===== config.mk =====
export PLATFORM = sky130hd
export DESIGN_NAME = systolic_array_stream
export DESIGN_NICKNAME = d
export VERILOG_FILES = /design/src/rtl/systolic_array_stream_pkg.sv /design/src/rtl/systolic_array_stream_skew_line.sv /design/src/rtl/systolic_array_stream.sv
export SDC_FILE = /design/constraint.sdc
export NUM_CORES = 2
export LEC_CHECK = 0
export CAP_MARGIN = 20
export CORE_UTILIZATION = 40
export DETAILED_ROUTE_END_ITERATION = 10
export DONT_BUFFER_PORTS = 1
export GPL_TIMING_DRIVEN = 0
export PLACE_DENSITY = 0.53
export SETUP_SLACK_MARGIN = 0.1
export SYNTH_ARGS = -nofsm -noshare
export SYNTH_HDL_FRONTEND = slang
export SYNTH_SLANG_ARGS = --single-unit

===== constraint.sdc =====
create_clock -name clk -period 18.9 [get_ports clk]
set_input_delay 3.78 -clock clk [delete_from_list [all_inputs] [get_ports clk]]
set_output_delay 3.78 -clock clk [all_outputs]
set_load 0.01 [all_outputs]

===== src/rtl/systolic_array_stream_pkg.sv =====
// systolic_pkg: shared FSM state type and arithmetic helpers for the systolic array
package systolic_pkg;
    typedef enum logic [1:0] {EMPTY, LOAD, RUN, DRAIN} state_t;

    function automatic int acc_width(int bits, int wbits, int n);
        return bits + wbits + $clog2(n) + 1;
    endfunction

    function automatic logic signed [63:0] sat(logic signed [63:0] v, int bits);
        logic signed [63:0] hi;
        logic signed [63:0] lo;
        hi = (64'sd1 <<< (bits - 1)) - 64'sd1;
        lo = -hi - 64'sd1;
        return (v > hi) ? hi : (v < lo) ? lo : v;
    endfunction
endpackage


===== src/rtl/systolic_array_stream_skew_line.sv =====
// skew_line: enable-gated shift register of Depth stages (Depth >= 1)
module skew_line #(
    parameter int Width = 8,
    parameter int Depth = 1
) (
    input  logic             clk,
    input  logic             res_n,
    input  logic             i_en,
    input  logic [Width-1:0] i_d,
    output logic [Width-1:0] o_q
);
    logic [Width-1:0] r_sh [Depth];

    // shift one stage per enabled cycle, cleared on reset
    always_ff @(posedge clk) begin
        if (!res_n) begin
            for (int i = 0; i < Depth; i++) r_sh[i] <= '0;
        end else if (i_en) begin
            r_sh[0] <= i_d;
            for (int i = 1; i < Depth; i++) r_sh[i] <= r_sh[i-1];
        end
    end

    assign o_q = r_sh[Depth-1];
endmodule


===== src/rtl/systolic_array_stream.sv =====
// systolic_array_stream: weight-stationary systolic array with skew/de-skew, bias, saturation and backpressure
module systolic_array_stream
    import systolic_pkg::*;
#(
    parameter int BitSize        = 8,
    parameter int Weight_BitSize = 4,
    parameter int NumOfInputs    = 4,
    parameter int NumOfNerves    = 4
) (
    input  logic                                clk,
    input  logic                                res_n,
    input  logic                                in_w_valid,
    input  logic [NumOfNerves*Weight_BitSize-1:0] in_weights,
    input  logic [NumOfNerves*BitSize-1:0]      in_bias,
    output logic                                out_w_ready,
    input  logic                                in_valid,
    input  logic                                in_last,
    input  logic [NumOfInputs*BitSize-1:0]      in_data,
    output logic                                in_ready,
    output logic                                out_valid,
    output logic                                out_last,
    output logic [NumOfNerves*BitSize-1:0]      out_data,
    input  logic                                in_out_ready
);
    localparam int AccW = acc_width(BitSize, Weight_BitSize, NumOfInputs);
    localparam int Lat  = NumOfInputs + NumOfNerves;
    localparam int CntW = $clog2(Lat + 2) + 1;
    localparam int WcW  = (NumOfInputs > 1) ? $clog2(NumOfInputs) : 1;

    state_t                           r_state;
    logic [WcW-1:0]                   r_wcnt;
    logic [CntW-1:0]                  r_inflight;
    logic signed [Weight_BitSize-1:0] r_w [NumOfInputs][NumOfNerves];
    logic signed [BitSize-1:0]        r_bias [NumOfNerves];
    logic [NumOfInputs*BitSize-1:0]   r_in;
    logic signed [BitSize-1:0]        r_a [NumOfInputs][NumOfNerves];
    logic signed [AccW-1:0]           r_ps [NumOfInputs][NumOfNerves];
    logic [NumOfNerves*BitSize-1:0]   r_out;
    logic signed [BitSize-1:0]        w_skew [NumOfInputs];
    logic signed [AccW-1:0]           w_col [NumOfNerves];
    logic [1:0]                       w_vq;
    logic                             w_adv;
    logic                             w_acc;
    logic                             w_done;

    assign w_adv       = !out_valid || in_out_ready;
    assign in_ready    = (r_state == RUN) && w_adv;
    assign w_acc       = in_valid && in_ready;
    assign w_done      = out_valid && in_out_ready;
    assign out_w_ready = (r_state == EMPTY) || (r_state == LOAD);
    assign out_valid   = w_vq[0];
    assign out_last    = w_vq[1];
    assign out_data    = r_out;

    // weight-load FSM: direct row writes, bias with row 0, drain before reload
    always_ff @(posedge clk) begin
        if (!res_n) begin
            r_state <= EMPTY;
            r_wcnt  <= '0;
            for (int k = 0; k < NumOfInputs; k++)
                for (int j = 0; j < NumOfNerves; j++) r_w[k][j] <= '0;
            for (int j = 0; j < NumOfNerves; j++) r_bias[j] <= '0;
        end else begin
            case (r_state)
                EMPTY, LOAD: if (in_w_valid) begin
                    for (int j = 0; j < NumOfNerves; j++)
                        r_w[r_wcnt][j] <= in_weights[j*Weight_BitSize +: Weight_BitSize];
                    if (r_wcnt == '0)
                        for (int j = 0; j < NumOfNerves; j++) r_bias[j] <= in_bias[j*BitSize +: BitSize];
                    r_wcnt  <= (r_wcnt == WcW'(NumOfInputs - 1)) ? '0 : r_wcnt + 1'b1;
                    r_state <= (r_wcnt == WcW'(NumOfInputs - 1)) ? RUN : LOAD;
                end
                RUN: if (in_w_valid) r_state <= DRAIN;
                DRAIN: if (r_inflight == '0 && !out_valid) begin
                    r_state <= LOAD;
                    r_wcnt  <= '0;
                end
                default: r_state <= EMPTY;
            endcase
        end
    end

    // rows accepted but not yet handed downstream
    always_ff @(posedge clk) begin
        if (!res_n) r_inflight <= '0;
        else r_inflight <= r_inflight + CntW'(w_acc) - CntW'(w_done);
    end

    // input stage: bubbles enter as zero data
    always_ff @(posedge clk) begin
        if (!res_n) r_in <= '0;
        else if (w_adv) r_in <= w_acc ? in_data : '0;
    end

    genvar k, j;
    generate
        for (k = 0; k < NumOfInputs; k++) begin : g_row
            if (k == 0) begin : g_nodly
                assign w_skew[k] = r_in[k*BitSize +: BitSize];
            end else begin : g_dly
                skew_line #(.Width(BitSize), .Depth(k)) u_skew (
                    .clk(clk), .res_n(res_n), .i_en(w_adv),
                    .i_d(r_in[k*BitSize +: BitSize]), .o_q(w_skew[k])
                );
            end
            for (j = 0; j < NumOfNerves; j++) begin : g_pe
                logic signed [BitSize-1:0] w_ain;
                logic signed [AccW-1:0]    w_pin;
                if (j == 0) begin : g_al
                    assign w_ain = w_skew[k];
                end else begin : g_ar
                    assign w_ain = r_a[k][j-1];
                end
                if (k == 0) begin : g_pt
                    assign w_pin = AccW'(r_bias[j]);
                end else begin : g_pb
                    assign w_pin = r_ps[k-1][j];
                end
                // PE: pass activation right, accumulate partial sum downward
                always_ff @(posedge clk) begin
                    if (!res_n) begin
                        r_a[k][j]  <= '0;
                        r_ps[k][j] <= '0;
                    end else if (w_adv) begin
                        r_a[k][j]  <= w_ain;
                        r_ps[k][j] <= w_pin + AccW'(w_ain) * AccW'(r_w[k][j]);
                    end
                end
            end
        end
        for (j = 0; j < NumOfNerves; j++) begin : g_col
            if (j == NumOfNerves - 1) begin : g_nodly
                assign w_col[j] = r_ps[NumOfInputs-1][j];
            end else begin : g_dly
                skew_line #(.Width(AccW), .Depth(NumOfNerves - 1 - j)) u_deskew (
                    .clk(clk), .res_n(res_n), .i_en(w_adv),
                    .i_d(r_ps[NumOfInputs-1][j]), .o_q(w_col[j])
                );
            end
        end
    endgenerate

    skew_line #(.Width(2), .Depth(Lat + 1)) u_vld (
        .clk(clk), .res_n(res_n), .i_en(w_adv),
        .i_d({w_acc && in_last, w_acc}), .o_q(w_vq)
    );

    // output register: saturate each aligned column once
    always_ff @(posedge clk) begin
        if (!res_n) r_out <= '0;
        else if (w_adv)
            for (int n = 0; n < NumOfNerves; n++)
                r_out[n*BitSize +: BitSize] <= BitSize'(sat(64'(w_col[n]), BitSize));
    end
endmodule


==> impl_results.md <==
- Top_reg_cell synth: edfxtp_1
- Register area share after synthesis: 0.361
- Share of layout cells above drive strength 1: 0.0445
- Worst-margin pin slew: 1.19 ns
- Layout Utilization: 0.443
- Worst Hold End: r_in[8]
- Final worst slack: 10.96 ns
- Cell family with most CP delay: simple AND/OR/NAND/NOR gates
- WS Path Type: in -> out
- Top cells by area, synth: edfxtp_1 33%, fa_1 19%, ha_1 11%, and2_1 8.4%, inv_1 6.7%
- Worst Setup Start Kind: input pin
- Site row count: 132
- DIE AREA: 0.132 mm^2
- Hold Path Class: reg -> reg
- Final WL: 121,000 um
- Arr. time, crit path: 4.16 ns
- Status: completed
- Die Height: 363 um
- H-tree Lvls: 3
- Reported max-cap violation count: 0
- Slew HR: 0.206
- Seq pwr share: 0.400
- Worst R2R Path Depth: 12
- Syn Std Cell Area: 0.0522 mm^2
- Period utilisation layout: 0.420
- Most common cell in the netlist: inv_1
- Switching Share: 0.301
- Post-DP Area: 0.0546 mm^2
- Leak: 27.3 nW
- Root Driver: clkbuf_16
- Comb power frac: 0.242
- Via/cell ratio: 4.72
- Ys Warns: 0
- Post-DP HPWL: 96,000 um
- Placed Cells incl. Taps: 6,628
- Clk sinks: 653
- DRT Pass-1 Iters: 5
- Chip Width: 363 um
- Final min period: 7.94 ns
- Setup Skew: 0.0391 ns
- Clock buffer depth: 3
- Synthesis-to-finish area growth: 9.92%
- Post-Synthesis Cells: 4,880
- Seq cells post-synth: 653
- Worst skew pair latency: 0.69 ns
- Via count: 32,030
- I/O Pins: 122
- CP max FO: 6
- CTS resizes: 0
- Pwr dens: 80.0 mW/mm^2
- Cts bufs inserted: 78
- Delay of the slowest cell on the worst path: 0.33 ns
- Number of global-route vias before repair: 32,145
- Capture point of the worst reg-to-reg path: r_ps[3][44]
- Tot Pwr: 4.59 mW
- PortBufs: 0
- Unrepaired setup endpoints after global routing: no
- Clock network fraction of total power: 0.358
- Mapped Nets: 5,921
- R2R Setup Slk: 14.58 ns
- CP Buf/Inv Count: 0
- Pint: 3.21 mW
- Antenna violations before repair: 16
- Post-DR wirelength/cell: 17.9 um
- Ys async rst share: 0
- Starting density of the core: 0.403
- Largest net degree at the start of global routing: 127
- Antenna-violating nets left: 0
- Most frequent cells after synthesis: 938 x inv_1, 704 x and2_1, 580 x edfxtp_1
- Hold buffers post-CTS: 0
- Count of final setup violators: 0
- Final Non-Filler Cells: 6,780
- NetSw: 1.38 mW
- Post CTS Setup Buffer Count: 0
- Reg clk slew, reported paths: 0.05 ns
- Hold_sp: r_in[8]
- Reg-to-Reg Start: r_w[3][8]
- Hold path cells: 1
- CTS tree: built
- VDD IR-drop max: 0.0978 mV
- Gr usage total: 0.187
- Crit end category: output pin
- Residual DRC: 0
- Fin. max-slew vios: 0
- DR iter-0 viols: 1,899
- Slowest library cell on the worst path: nor3_2
- Fin nets: 6,007
- Final Hold Fails: 0
- Cell accounting for the most synthesized area: edfxtp_1
- Core area: 0.129 mm^2
- Number of synthesized flops with an enable pin: 580
- Synth cell types: 77
- Design Area, Final: 0.0574 mm^2
- Pre-CTS setup slack: 10.96 ns
- Crit path cell chain: nor2b_4 > nor3_2
- Max Freq: 0.126 GHz
- Top cell type's share of synthesized area: 0.333
- Syn avg cell area: 10.7 um^2
- Grt ovf: 0
- Data required time of the worst path: 15.12 ns
- GP Congestion: 0.856
- Global-route wire length before repair: 188,000 um
- CP Depth: 2
## through the flow
step | setup TNS [ns] | hold WS (ns)
after floorplan | 0 | 0.440
after global placement | -164.90 | 0.453
after detailed placement | 0 | 0.460
after CTS | 0 | 0.473
after global routing | 0 | 0.491
final | 0 | 0.468
## power groups by stage
stage / Sequential [mW] / Clock (mW) / Combinational [mW]
final: 1.84 / 1.64 / 1.11
after floorplan: 1.83 / 0 / 0.876
after CTS: 1.84 / 1.69 / 1.12
after global routing: 1.86 / 1.74 / 1.29
after detailed placement: 1.87 / 0 / 1.11
after global placement: 1.87 / 0 / 1.10
## layout make-up
class,count,area [um^2]
diodes,9,22.5
flip-flops and latches,653,18900
clock buffers,97,2140
repair buffers,6,140
fillers,12403,72100
plain buffers,115,523
multi-input cells,3169,29300
well taps,1742,2180
clock inverters,46,691
inverters,943,3550
## worst max-delay path by stage
stage	start	endpoint	slack [ns]
after floorplan	res_n	g_col[0].g_dly.u_deskew.r_sh[0][0]	4.35
after global placement	res_n	u_vld.r_sh[0][1]	-0.43
after detailed placement	in_out_ready	in_ready	10.96
after CTS	in_out_ready	in_ready	10.96
after global routing	in_out_ready	in_ready	10.95
final	in_out_ready	in_ready	10.96
## cell families after synthesis
family,Yosys count,synth area share
DFF,653,0.361
xor gates and xnor gates,111,0.0191
and+or+nand+nor,1507,0.161
buffers and inverters,1058,0.0778
AOI/OAI and AO/OA,552,0.0721
adders and majority gates,955,0.300
muxes,44,0.00877
## registers in the layout, indices dropped and copies added (netlist names), 18 cells and up
name / cells
r_a: 96
r_in: 32
u_vld.r_sh: 18
r_ps: 232
r_w: 64
g_row.g_dly.u_skew.r_sh: 48
g_col.g_dly.u_deskew.r_sh: 90
r_bias: 32
out_data: 32
## layout by cell type, fill, tap and decap left out, types with 23 or more instances in the layout
cell type  count
o21a_1        40
clkbuf_16     81
dfxtp_1       73
inv_1        937
nand4_1       23
xor2_1        65
nand3_1       34
a21o_1        62
nor2b_1      109
fa_1         493
nor3_1        68
and2_1       704
buf_2         33
a211oi_1      61
ha_1         462
a21oi_1       98
xnor2_1       44
and3_1        70
clkbuf_1      79
nand2b_1      28
nor2_1       230
edfxtp_1     580
nand2_1      157
o21ai_0      126
or3_1         33
a22o_1        36
mux2i_1       30
## metal layers
metal,GRT usage,up-vias,share of wire
met1,0.261,15249,0.48
li1,-,16135,-
met3,0.0248,150,0.040
met4,0.0506,0,0.025
met2,0.305,496,0.46
met5,0,-,0
## worst reg2reg max path: stages (launching register included)
cell and delay (ns):
edfxtp_1 0.51, and2_1 0.23, fa_1 0.48, inv_1 0.06
fa_1 0.49, fa_1 0.49, inv_1 0.06, fa_1 0.43
a211oi_2 0.26, o21ai_1 0.19, and4_1 0.26, a211oi_2 0.21
mux2i_1 0.41
(Power assumes the default switching activity.)
